**config.mk**
```make
export PLATFORM = sky130hd
export DESIGN_NAME = addsub_result_buffer
export DESIGN_NICKNAME = d
export VERILOG_FILES = /design/src/rtl/addsub_result_buffer.sv
export SDC_FILE = /design/constraint.sdc
export NUM_CORES = 1
export LEC_CHECK = 0
export ABC_CLOCK_PERIOD_IN_PS = 1500
export CAP_MARGIN = 0
export CORE_MARGIN = 2
export CORE_UTILIZATION = 43
export CTS_CLUSTER_SIZE = 10
export DETAILED_ROUTE_END_ITERATION = 10
export GPL_TIMING_DRIVEN = 0
export HOLD_SLACK_MARGIN = 0.06
export PLACE_DENSITY_LB_ADDON = 0.2
export REMOVE_ABC_BUFFERS = 1
export SLEW_MARGIN = 5
export SYNTH_ARGS = -nofsm -noshare
export SYNTH_HDL_FRONTEND = slang
export SYNTH_SLANG_ARGS = --single-unit
```
**constraint.sdc**
```tcl
create_clock -name clk -period 1.5 [get_ports clk]
set_input_delay 0.3 -clock clk [delete_from_list [all_inputs] [get_ports clk]]
set_output_delay 0.3 -clock clk [all_outputs]
set_load 0.05 [all_outputs]
```
**src/rtl/addsub_result_buffer.sv**
```systemverilog
`default_nettype none
// ============================================================================
// Module   : addsub_result_buffer
// Purpose  : Registered result stage for the 4-bit adder/subtractor. Each
//            accepted result is stored together with its {V,N,Z,C} flags in
//            a small FIFO and presented in order to the consumer. A
//            saturating operation counter and a sticky signed-overflow flag
//            are maintained alongside.
// Ports    : clk, rst (async, active-high)
//            in_valid/in_ready, sum_in, cout_in, mode_in, a_msb, b_msb
//            out_valid/out_ready, out_result, out_flags
//            op_count, ovf_sticky, clr_count
// Revision : 1.0 - initial release
// ============================================================================
module addsub_result_buffer #(
  parameter int WIDTH = 4,
  parameter int DEPTH = 2,
  parameter int CNT_W = 8
) (
  input  logic             clk,
  input  logic             rst,
  input  logic             in_valid,
  output logic             in_ready,
  input  logic [WIDTH-1:0] sum_in,
  input  logic             cout_in,
  input  logic             mode_in,
  input  logic             a_msb,
  input  logic             b_msb,
  output logic             out_valid,
  input  logic             out_ready,
  output logic [WIDTH-1:0] out_result,
  output logic [3:0]       out_flags,
  output logic [CNT_W-1:0] op_count,
  output logic             ovf_sticky,
  input  logic             clr_count
);

  localparam int AW = (DEPTH > 1) ? $clog2(DEPTH) : 1;
  localparam logic [AW:0] c_DEPTH_CNT = (AW+1)'(DEPTH);

  // Storage: one word per entry holding {flags, result}.
  logic [WIDTH+3:0] mem_q [DEPTH];

  logic [AW-1:0]    wptr_q, wptr_d;
  logic [AW-1:0]    rptr_q, rptr_d;
  logic [AW:0]      count_q, count_d;
  logic [CNT_W-1:0] op_count_q, op_count_d;
  logic             ovf_sticky_q, ovf_sticky_d;

  logic             w_push;
  logic             w_pop;
  logic             w_flag_v;
  logic             w_flag_n;
  logic             w_flag_z;
  logic             w_flag_c;
  logic [WIDTH+3:0] w_wr_word;

  // Handshake is derived purely from registered occupancy, so there is no
  // combinational path from in_valid or out_ready to either ready/valid.
  assign in_ready  = (count_q != c_DEPTH_CNT);
  assign out_valid = (count_q != '0);
  assign w_push    = in_valid & in_ready;
  assign w_pop     = out_valid & out_ready;

  // Status flags for the incoming result.
  // On subtract the adder sees ~b, so signed overflow needs differing MSBs.
  assign w_flag_c = mode_in ? ~cout_in : cout_in;
  assign w_flag_z = (sum_in == '0);
  assign w_flag_n = sum_in[WIDTH-1];
  assign w_flag_v = (mode_in ? (a_msb != b_msb) : (a_msb == b_msb))
                    & (sum_in[WIDTH-1] != a_msb);
  assign w_wr_word = {w_flag_v, w_flag_n, w_flag_z, w_flag_c, sum_in};

  // Head entry is masked to zero while empty so stale storage never leaks.
  assign out_result = out_valid ? mem_q[rptr_q][WIDTH-1:0]     : '0;
  assign out_flags  = out_valid ? mem_q[rptr_q][WIDTH+3:WIDTH] : '0;
  assign op_count   = op_count_q;
  assign ovf_sticky = ovf_sticky_q;

  always_comb begin
    wptr_d       = wptr_q;
    rptr_d       = rptr_q;
    count_d      = count_q;
    op_count_d   = op_count_q;
    ovf_sticky_d = ovf_sticky_q;

    // Pointers wrap naturally because DEPTH is a power of two.
    if (w_push) wptr_d = wptr_q + 1'b1;
    if (w_pop)  rptr_d = rptr_q + 1'b1;

    case ({w_push, w_pop})
      2'b10:   count_d = count_q + 1'b1;
      2'b01:   count_d = count_q - 1'b1;
      default: count_d = count_q;
    endcase

    // Clear wins over a coincident push.
    if (clr_count) begin
      op_count_d   = '0;
      ovf_sticky_d = 1'b0;
    end else if (w_push) begin
      if (op_count_q != '1) op_count_d = op_count_q + 1'b1;
      if (w_flag_v)         ovf_sticky_d = 1'b1;
    end
  end

  always_ff @(posedge clk or posedge rst) begin
    if (rst) begin
      wptr_q       <= '0;
      rptr_q       <= '0;
      count_q      <= '0;
      op_count_q   <= '0;
      ovf_sticky_q <= 1'b0;
    end else begin
      wptr_q       <= wptr_d;
      rptr_q       <= rptr_d;
      count_q      <= count_d;
      op_count_q   <= op_count_d;
      ovf_sticky_q <= ovf_sticky_d;
    end
  end

  // Data array needs no reset: reads are masked by out_valid.
  always_ff @(posedge clk) begin
    if (w_push) mem_q[wptr_q] <= w_wr_word;
  end

endmodule
`default_nettype wire

```
* Word-level counts from Yosys, hierarchy flattened *
Memories as Yosys holds them, arrays and structs flattened.
Index checks and enable logic that the tools add are counted.

storage, ports and cells
  register bits after elaboration = 13
  RAM bits = 16
  input port bits = 13
  logic and storage cells = 43
  memories kept = 1

cells by class
  $add $sub $neg = 5
  equality and inequality tests = 7
  multiplexer cells = 13
  bitwise operators = 4
  reductions and logical operators = 8

memories
  memory  depth  bits a word  rd ports  clocked after memory_dff  write ports  RTL line  text
  mem_q   2      8            1         0                         1            42        logic [WIDTH+3:0] mem_q [DEPTH];

operators with widths
  operator                                             count
  two-way mux 8 bit                                    3
  nonzero test 2 bit                                   5
  adder 8 x 1 -> 8 bit, second input constant          1
  two-way mux 4 bit                                    2
  != test 8 bit, second input constant                 1
  two-way mux 1 bit                                    7
  zero test 4 bit                                      1
  case mux 2 bit (2 select lines)                      1
  AND reduction 2 bit                                  2
  AND 1 bit                                            3
  adder 1 bit, second input constant                   2
  adder 2 x 1 -> 2 bit, second input constant          1
  equality test 2 x 1 -> 1 bit, second input constant  1
  equality test 2 bit, second input constant           1
  != test 1 bit                                        2
  != test 2 bit, second input constant                 1
  subtractor 2 x 1 -> 2 bit, second input constant     1
  equality test 1 bit                                  1
  NOT 1 bit                                            1

* Depth between registers and ports, before layout *
  depth in word-level cells = 6
  depth in mapped cells = 7

* Worst setup path after synthesis *
OpenSTA, ideal clock, no wires.

  path kind = register -> output
  start = register rptr_q
  end = output out_result[3]
  arrival time = 1,818 ps
  required time = 1,200 ps
  setup slack = -618 ps
  stages on the path, launching flop included = 5
  path buffers = 2
  path through = dfrtp_1 > clkbuf_1 > mux2i_1 > nor2_1 > buf_4

between the ends
  longest elaborated chain between the ends = 2

RTL lines
  item                      RTL line  text
  start: declaration        45        logic [AW-1:0] rptr_q, rptr_d;
  start signal: assignment  116       rptr_q <= rptr_d;
  memory (2 x 8 bit)        -
  two-way mux 4 bit         75        assign out_result = out_valid ? mem_q[rptr_q][WIDTH-1:0] : '0;
  end: declaration          31        output logic [WIDTH-1:0] out_result,

No other way between the ends.

* Worst setup path in the final report *
  start = register rptr_q
  end = output out_flags[3]

between the ends
  longest elaborated chain between the ends = 2

RTL lines
  item                RTL line  text
  memory (2 x 8 bit)  -
  two-way mux 4 bit   76        assign out_flags = out_valid ? mem_q[rptr_q][WIDTH+3:WIDTH] : '0;
  end: declaration    32        output logic [3:0] out_flags,

No other way between the ends.

==> flow_summary.html <==
<table>
<tr><th>Metric</th><th>Value</th></tr>
<tr><th colspan="2">Status</th></tr>
<tr><td>Outcome</td><td>finished, violations left</td></tr>
<tr><td>Failing checks</td><td>negative setup slack</td></tr>
<tr><th colspan="2">Yosys</th></tr>
<tr><td>Number of flops mapped to enable cells by yosys</td><td>14</td></tr>
<tr><td>Main flop type after synthesis</td><td>edfxtp_1</td></tr>
<tr><td>Top cell types by occurrence after synthesis</td><td>15 x nor2_1, 14 x edfxtp_1, 13 x dfrtp_1</td></tr>
<tr><td>Sequential-to-total area share from yosys stat</td><td>0.588</td></tr>
<tr><td>Portion of synthesized cell area occupied by the leading cell type</td><td>0.331</td></tr>
<tr><td>Yosys cell types</td><td>32</td></tr>
<tr><td>Mapped Avg Cell Area</td><td>roughly 12 um^2</td></tr>
<tr><td>Summed instance area of the synthesized netlist</td><td>0.00127 mm^2</td></tr>
<tr><td>Top area cells in the synthesized netlist</td><td>edfxtp_1 33%, dfrtp_1 26%, mux2i_1 7.9%</td></tr>
<tr><td>Ys Warns</td><td>0</td></tr>
<tr><td>Synthesis-stage register bit count</td><td>27</td></tr>
<tr><td>Asr flop ratio synth</td><td>0.481</td></tr>
<tr><td>Leading area contributor after synthesis</td><td>edfxtp_1</td></tr>
<tr><td>Most common cell in the synthesized netlist</td><td>nor2_1</td></tr>
<tr><td>Gate Count Post-Synth</td><td>around 110</td></tr>
<tr><th colspan="2">Final layout</th></tr>
<tr><td>Cell area after layout</td><td>~0.0019 mm^2</td></tr>
<tr><td>Layout cells sized above 1</td><td>0.404</td></tr>
<tr><td>Inserted Diodes</td><td>0</td></tr>
<tr><td>Syn-to-layout area delta</td><td>47.5%</td></tr>
<tr><td>Count of placed standard cells in the final layout, fillers left out</td><td>187</td></tr>
<tr><td>Net count, final</td><td>172</td></tr>
<tr><th colspan="2">Route</th></tr>
<tr><td>First-iteration detailed-routing DRC count</td><td>18</td></tr>
<tr><td>Vias per inst</td><td>5.23</td></tr>
<tr><td>Routed length per instance</td><td>~15 um</td></tr>
<tr><td>Post-route antenna net violation count</td><td>0</td></tr>
<tr><td>Total wire length</td><td>2750 um</td></tr>
<tr><td>Total vias in the final route</td><td>approximately 980</td></tr>
<tr><td>First-pass detailed-route iteration total</td><td>4</td></tr>
<tr><td>Remaining routing DRC violations</td><td>0</td></tr>
<tr><th colspan="2">STA</th></tr>
<tr><td>Maximum clock frequency</td><td>592 MHz</td></tr>
<tr><td>Relative max-transition margin</td><td>0.651</td></tr>
<tr><td>Final setup violating endpoints</td><td>9</td></tr>
<tr><td>Final-layout worst hold slack</td><td>0.278 ns</td></tr>
<tr><td>Min Tclk post-route</td><td>1.69 ns</td></tr>
<tr><td>Setup TNS</td><td>-1.48 ns</td></tr>
<tr><td>Part of the cycle the worst path needs</td><td>1.13</td></tr>
<tr><td>Post-Route Skew</td><td>0.00459 ns</td></tr>
<tr><td>Max-slew violation count</td><td>0</td></tr>
<tr><td>RSZ-0062 raised after global routing</td><td>true</td></tr>
<tr><td>Number of hold-slack violations in the final timing report</td><td>0</td></tr>
<tr><td>PnR worst setup slack</td><td>-0.189 ns</td></tr>
<tr><td>Measured slew at the worst slew-check pin</td><td>0.523 ns</td></tr>
<tr><th colspan="2">Run</th></tr>
<tr><td>Max-Cap Viols</td><td>0</td></tr>
<tr><th colspan="2">Die</th></tr>
<tr><td>IO Count</td><td>32</td></tr>
<tr><td>Die Outline Area</td><td>0.00340 mm^2</td></tr>
<tr><td>Standard-cell rows</td><td>19</td></tr>
<tr><td>Floorplan die height</td><td>58.3 um</td></tr>
<tr><td>Core footprint</td><td>0.00278 mm^2</td></tr>
<tr><td>Initial Util</td><td>0.456</td></tr>
<tr><td>Die width</td><td>58.3 um</td></tr>
<tr><th colspan="2">Worst setup path</th></tr>
<tr><td>Type of element capturing the critical path</td><td>primary output</td></tr>
<tr><td>Arrival @ worst endpoint</td><td>about 1.4 ns</td></tr>
<tr><td>Category of the worst setup path launch point</td><td>flip-flop</td></tr>
<tr><td>WS Path Type</td><td>flip-flop to primary output</td></tr>
<tr><td>Critical Path RT</td><td>1.20 ns</td></tr>
<tr><td>Crit path max fanout</td><td>6</td></tr>
<tr><th colspan="2">Clocking</th></tr>
<tr><td>Number of buffers on the longest clock path</td><td>2</td></tr>
<tr><td>Total CTS buffers</td><td>3</td></tr>
<tr><td>Clk_lat worst skew</td><td>0.33 ns</td></tr>
<tr><td>Maximum level of the CTS H-tree</td><td>1</td></tr>
<tr><td>Root Buffer Master</td><td>clkbuf_4</td></tr>
<tr><td>CTS clk-pin slew, worst paths</td><td>0.16 ns</td></tr>
<tr><td>Clock tree from TritonCTS</td><td>yes</td></tr>
<tr><td>Number of sinks on the clock net</td><td>27</td></tr>
<tr><th colspan="2">Global route</th></tr>
<tr><td>Gr usage total</td><td>0.170</td></tr>
<tr><td>Wire length of the first global-routing pass</td><td>4310 um</td></tr>
<tr><td>Aggregate global routing overflow</td><td>0</td></tr>
<tr><td>Number of antenna violations at the first check in global routing</td><td>0</td></tr>
<tr><td>Number of global-route vias before repair</td><td>899</td></tr>
<tr><td>Maximum number of pins on one net before global-route repair</td><td>17</td></tr>
<tr><th colspan="2">Power</th></tr>
<tr><td>Total Power</td><td>3600 uW</td></tr>
<tr><td>Worst vdd ir</td><td>1.75 mV</td></tr>
<tr><td>Leakage</td><td>0.000794 uW</td></tr>
<tr><td>Pwr Density</td><td>1930 mW/mm^2</td></tr>
<tr><th colspan="2">Place</th></tr>
<tr><td># placed instances</td><td>163</td></tr>
<tr><td>Quantity of I/O buffers inserted on ports</td><td>31</td></tr>
<tr><td>Cell Area, Placed</td><td>roughly 0.0016 mm^2</td></tr>
<tr><td>Routability Congestion</td><td>0.703</td></tr>
<tr><td>Detailed placement HPWL</td><td>1750 um</td></tr>
<tr><th colspan="2">Min path</th></tr>
<tr><td>Worst hold path type</td><td>input pin to asynchronous set/reset pin</td></tr>
</table>
## cell families after synthesis
logic type	count (synthesis)	share of synthesized area
AO/OA/AOI/OAI	12	0.0749
XOR/XNOR	8	0.0552
AND/OR/NAND/NOR	38	0.150
multiplexers	10	0.0789
buffers and inverters	9	0.0335
flip-flops	27	0.588
adder cells (fa/ha/maj)	2	0.0197
## cells in the final DEF, fill, tap and decap left out, types with 3 or more instances in the layout
| cell type | instances |
|---|---|
| edfxtp_1 | 14 |
| buf_4 | 16 |
| nand2_1 | 3 |
| clkdlybuf4s15_2 | 3 |
| clkdlybuf4s50_1 | 11 |
| nand3_1 | 4 |
| clkbuf_4 | 3 |
| mux2i_1 | 10 |
| buf_2 | 4 |
| xor2_1 | 4 |
| xnor2_1 | 4 |
| buf_6 | 13 |
| inv_1 | 3 |
| nor2_1 | 12 |
| dfrtp_1 | 8 |
| dfrtp_2 | 5 |
## path summary, 6_finish.rpt
check                           slack (ns)        start           end  depth (start not counted)
worst max-delay path                 -0.19       rptr_q  out_flags[3]                          4
worst min-delay path                  0.28          rst   op_count[1]                          2
worst max register to register        0.05  op_count[1]   op_count[3]                          5
worst min register to register        0.52   ovf_sticky    ovf_sticky                          2
max in group asynchronous             0.85          rst        rptr_q                          2
min in group clk                      0.52   ovf_sticky    ovf_sticky                          2
## power breakdown
group	internal [uW]	switching, uW
Sequential	976	151
Combinational	952	1190
Clock	102	230
## layer usage
metal,track usage,part of all wire,vias up
met3,0.0198,0.032,2
met2,0.287,0.52,18
met1,0.227,0.45,477
met4,0.0598,0.0066,0
met5,0,0,-
li1,-,-,481
## repair_timing
action	CTS	global route
cloned	0	0
hold buffers	0	0
endpoints found under the hold margin	0	0
endpoints found under the setup margin	39	28
pin swaps	3	6
buffers inserted	13	7
gates resized for setup	107	27
## metrics by stage
step           utilization  setup WS (ns)
6_report             0.673         -0.189
5_1_grt              0.673         -0.278
3_3_place_gp         0.572         -0.610
3_5_place_dp         0.572         -0.642
4_1_cts              0.637         -0.199
2_1_floorplan            -         -0.707
## critical path: stages, from the launching register on
cell and delay, ns:
dfrtp_2 0.50, buf_4 0.16, mux2i_1 0.10, nor2_1 0.13, buf_6 0.18
## state kept, by name, indices dropped and copies added, names as in the netlist
register    cells
count_q         2
op_count        8
wptr_q          1
ovf_sticky      1
mem_q          14
rptr_q          1
## area by class of cell
type	instances	area, um^2
sequential	27	752
inverter	4	15.0
multi-input combinational	70	557
clock inverter	1	7.51
fill	213	910
timing repair buffer	51	479
tap	31	38.8
clock buffer	3	22.5
No activity file was read; power rests on OpenSTA's default activity.
==> patch: new RTL, same flow settings <==
Set the parameter `DEPTH` to 4 (it was 2).
--- a/src/rtl/addsub_result_buffer.sv
+++ b/src/rtl/addsub_result_buffer.sv
@@ -15,5 +15,5 @@
 module addsub_result_buffer #(
   parameter int WIDTH = 4,
-  parameter int DEPTH = 2,
+  parameter int DEPTH = 4,
   parameter int CNT_W = 8
 ) (
Formal check against the unedited RTL: not equivalent (a bounded check fails within 4 cycles, from zero or initial values and one cycle with rst high).
==> patch against the unedited design <==
- the run still ends with setup timing left
- via count is 29% higher
- non-clock buffer count rose by 1
- synthesized cell count rose by 31%
- area after synthesis increased by 59%
- register-to-register slack lost 620 ps
- critical path depth increased by 5
- sequential cell count increased by 17
- setup slack worse by 380 ps
- global-route usage down 1.3 points
- total power rose by 55%
- sequential share of layout area is 4.4 points higher
- design area grew 49%
- wire length is 40% higher
- critical endpoint is now count_q[2]
- largest power group unchanged
- highest routed layer unchanged
==> patch: results <==
set metrics [dict create \
    outcome "complete, but fails checks" \
    failed_checks "setup timing" \
    drt_iter0_drc 113 \
    r2r_setup_slack_ps -570 \
    track_usage 0.157 \
    drt_pass1_iterations 4 \
    largest_reg_flops 28 \
    dp_slack_ps -961 \
    clk_latency_ps 290 \
    crit_path_start "count_q[2]" \
    finClkSkew_ps 8.32 \
    grt_pass1_vias 1265 \
    synth.top_cells.by_count "28 x edfxtp_1, 16 x dfrtp_1, 9 x and2_1, 7 x inv_1, 7 x mux4_2" \
    netlist_top_cells_area "edfxtp_1 42%, dfrtp_1 20%, mux4_2 7.8%, ha_1 3.7%, and2_1 2.8%" \
    tns_ps -17590 \
    async_flop_share 0.364 \
    setup_viol 51 \
    ys_types 34 \
    cts_root_buf "clkbuf_8" \
    instances_no_fill 244 \
    crit_end "count_q[2]" \
    cts.sinks 44 \
    dp_hpwl_um 2470 \
    synth_edf_count 28 \
    path_clk_slew_ps 80 \
    placed_area_um2 2350 \
    p_leak_uw 0.00111 \
    layout.nets 211 \
    arrival_ps 2280 \
    antenna_found_initial 0 \
    yosysSeqAreaShare 0.616 \
    postLayoutSetupSlackWorst_ps -568 \
    reg2reg_depth 9 \
    cp_max_fo 3 \
    relSlewSlack 0.578 \
    htreeDepth 2 \
    synthCells 139 \
    place_congestion 0.753 \
    holdWs_ps 379 \
    routed_wl_um 3860 \
    vias 1264 \
    cts_inserted_buffers 5 \
    ir_worst_vdd_uv 676 \
    grt_pass1_wl_um 6100 \
    dp_cells 215 \
    drive_above_1_share 0.427 \
]
-- patch: what timing repair did --
action,in CTS,in global routing
setup buffers,16,7
resized for setup,125,19
endpoints found under the setup margin,63,53
pin swaps,15,9
-- patch: final cells by class --
type,instances,area (µm²)
clock buffers,6,72.6
inverters,8,32.5
fillers,338,1660
clock inverters,2,12.5
flip-flops and latches,44,1240
well taps,52,65.1
repair buffers,52,571
multi-input cells,80,791
-- patch: worst min path at each step --
stage / from / endpoint / depth (start not counted)
CTS: rst / rptr_q[0] / 2
detailed placement: count_q[2] / count_q[2] / 1
floorplan: rst / count_q[0] / 1
finish: rst / rptr_q[0] / 2
global placement: count_q[2] / count_q[2] / 1
global route: rst / rptr_q[0] / 2
-- patch: routing by layer --
metal  up-vias  track usage  part of all wire
met5         -            0                 0
met3         4       0.0292             0.036
met1       616        0.201              0.45
li1        613            -                 -
met2        31        0.259              0.50
met4         0       0.0741            0.0088
-- patch: kinds of logic (layout without fill, tap and decap cells) --
logic type,Yosys count,count (layout),share of synthesized area
AO/OA/AOI/OAI,13,13,0.0435
XOR/XNOR,9,9,0.0391
adder cells (fa/ha/maj),7,7,0.0472
buffers and inverters,15,68,0.0366
flip-flops,44,44,0.616
multiplexers,11,11,0.0981
AND/OR/NAND/NOR,40,40,0.119
-- patch: through the flow --
stage	util	total power [µW]
floorplan	-	3300
global placement	0.528	3910
detailed placement	0.528	3980
CTS	0.609	5470
global route	0.627	5870
finish	0.627	5580
-- patch: worst max-delay path, stage by stage, from the launching register on --
cell and delay (ps):
dfrtp_1 390, or3b_4 420, and2_4 180, inv_4 60, ha_4 130, inv_2 30
fa_2 330, xor2_1 150, nor2_1 130, xor2_1 160
-- patch: where the power goes --
| group | total [µW] | switching (µW) | internal [µW] |
|---|---|---|---|
| logic | 3120 | 1540 | 1570 |
| clock network | 719 | 393 | 326 |
| registers | 1740 | 164 | 1580 |
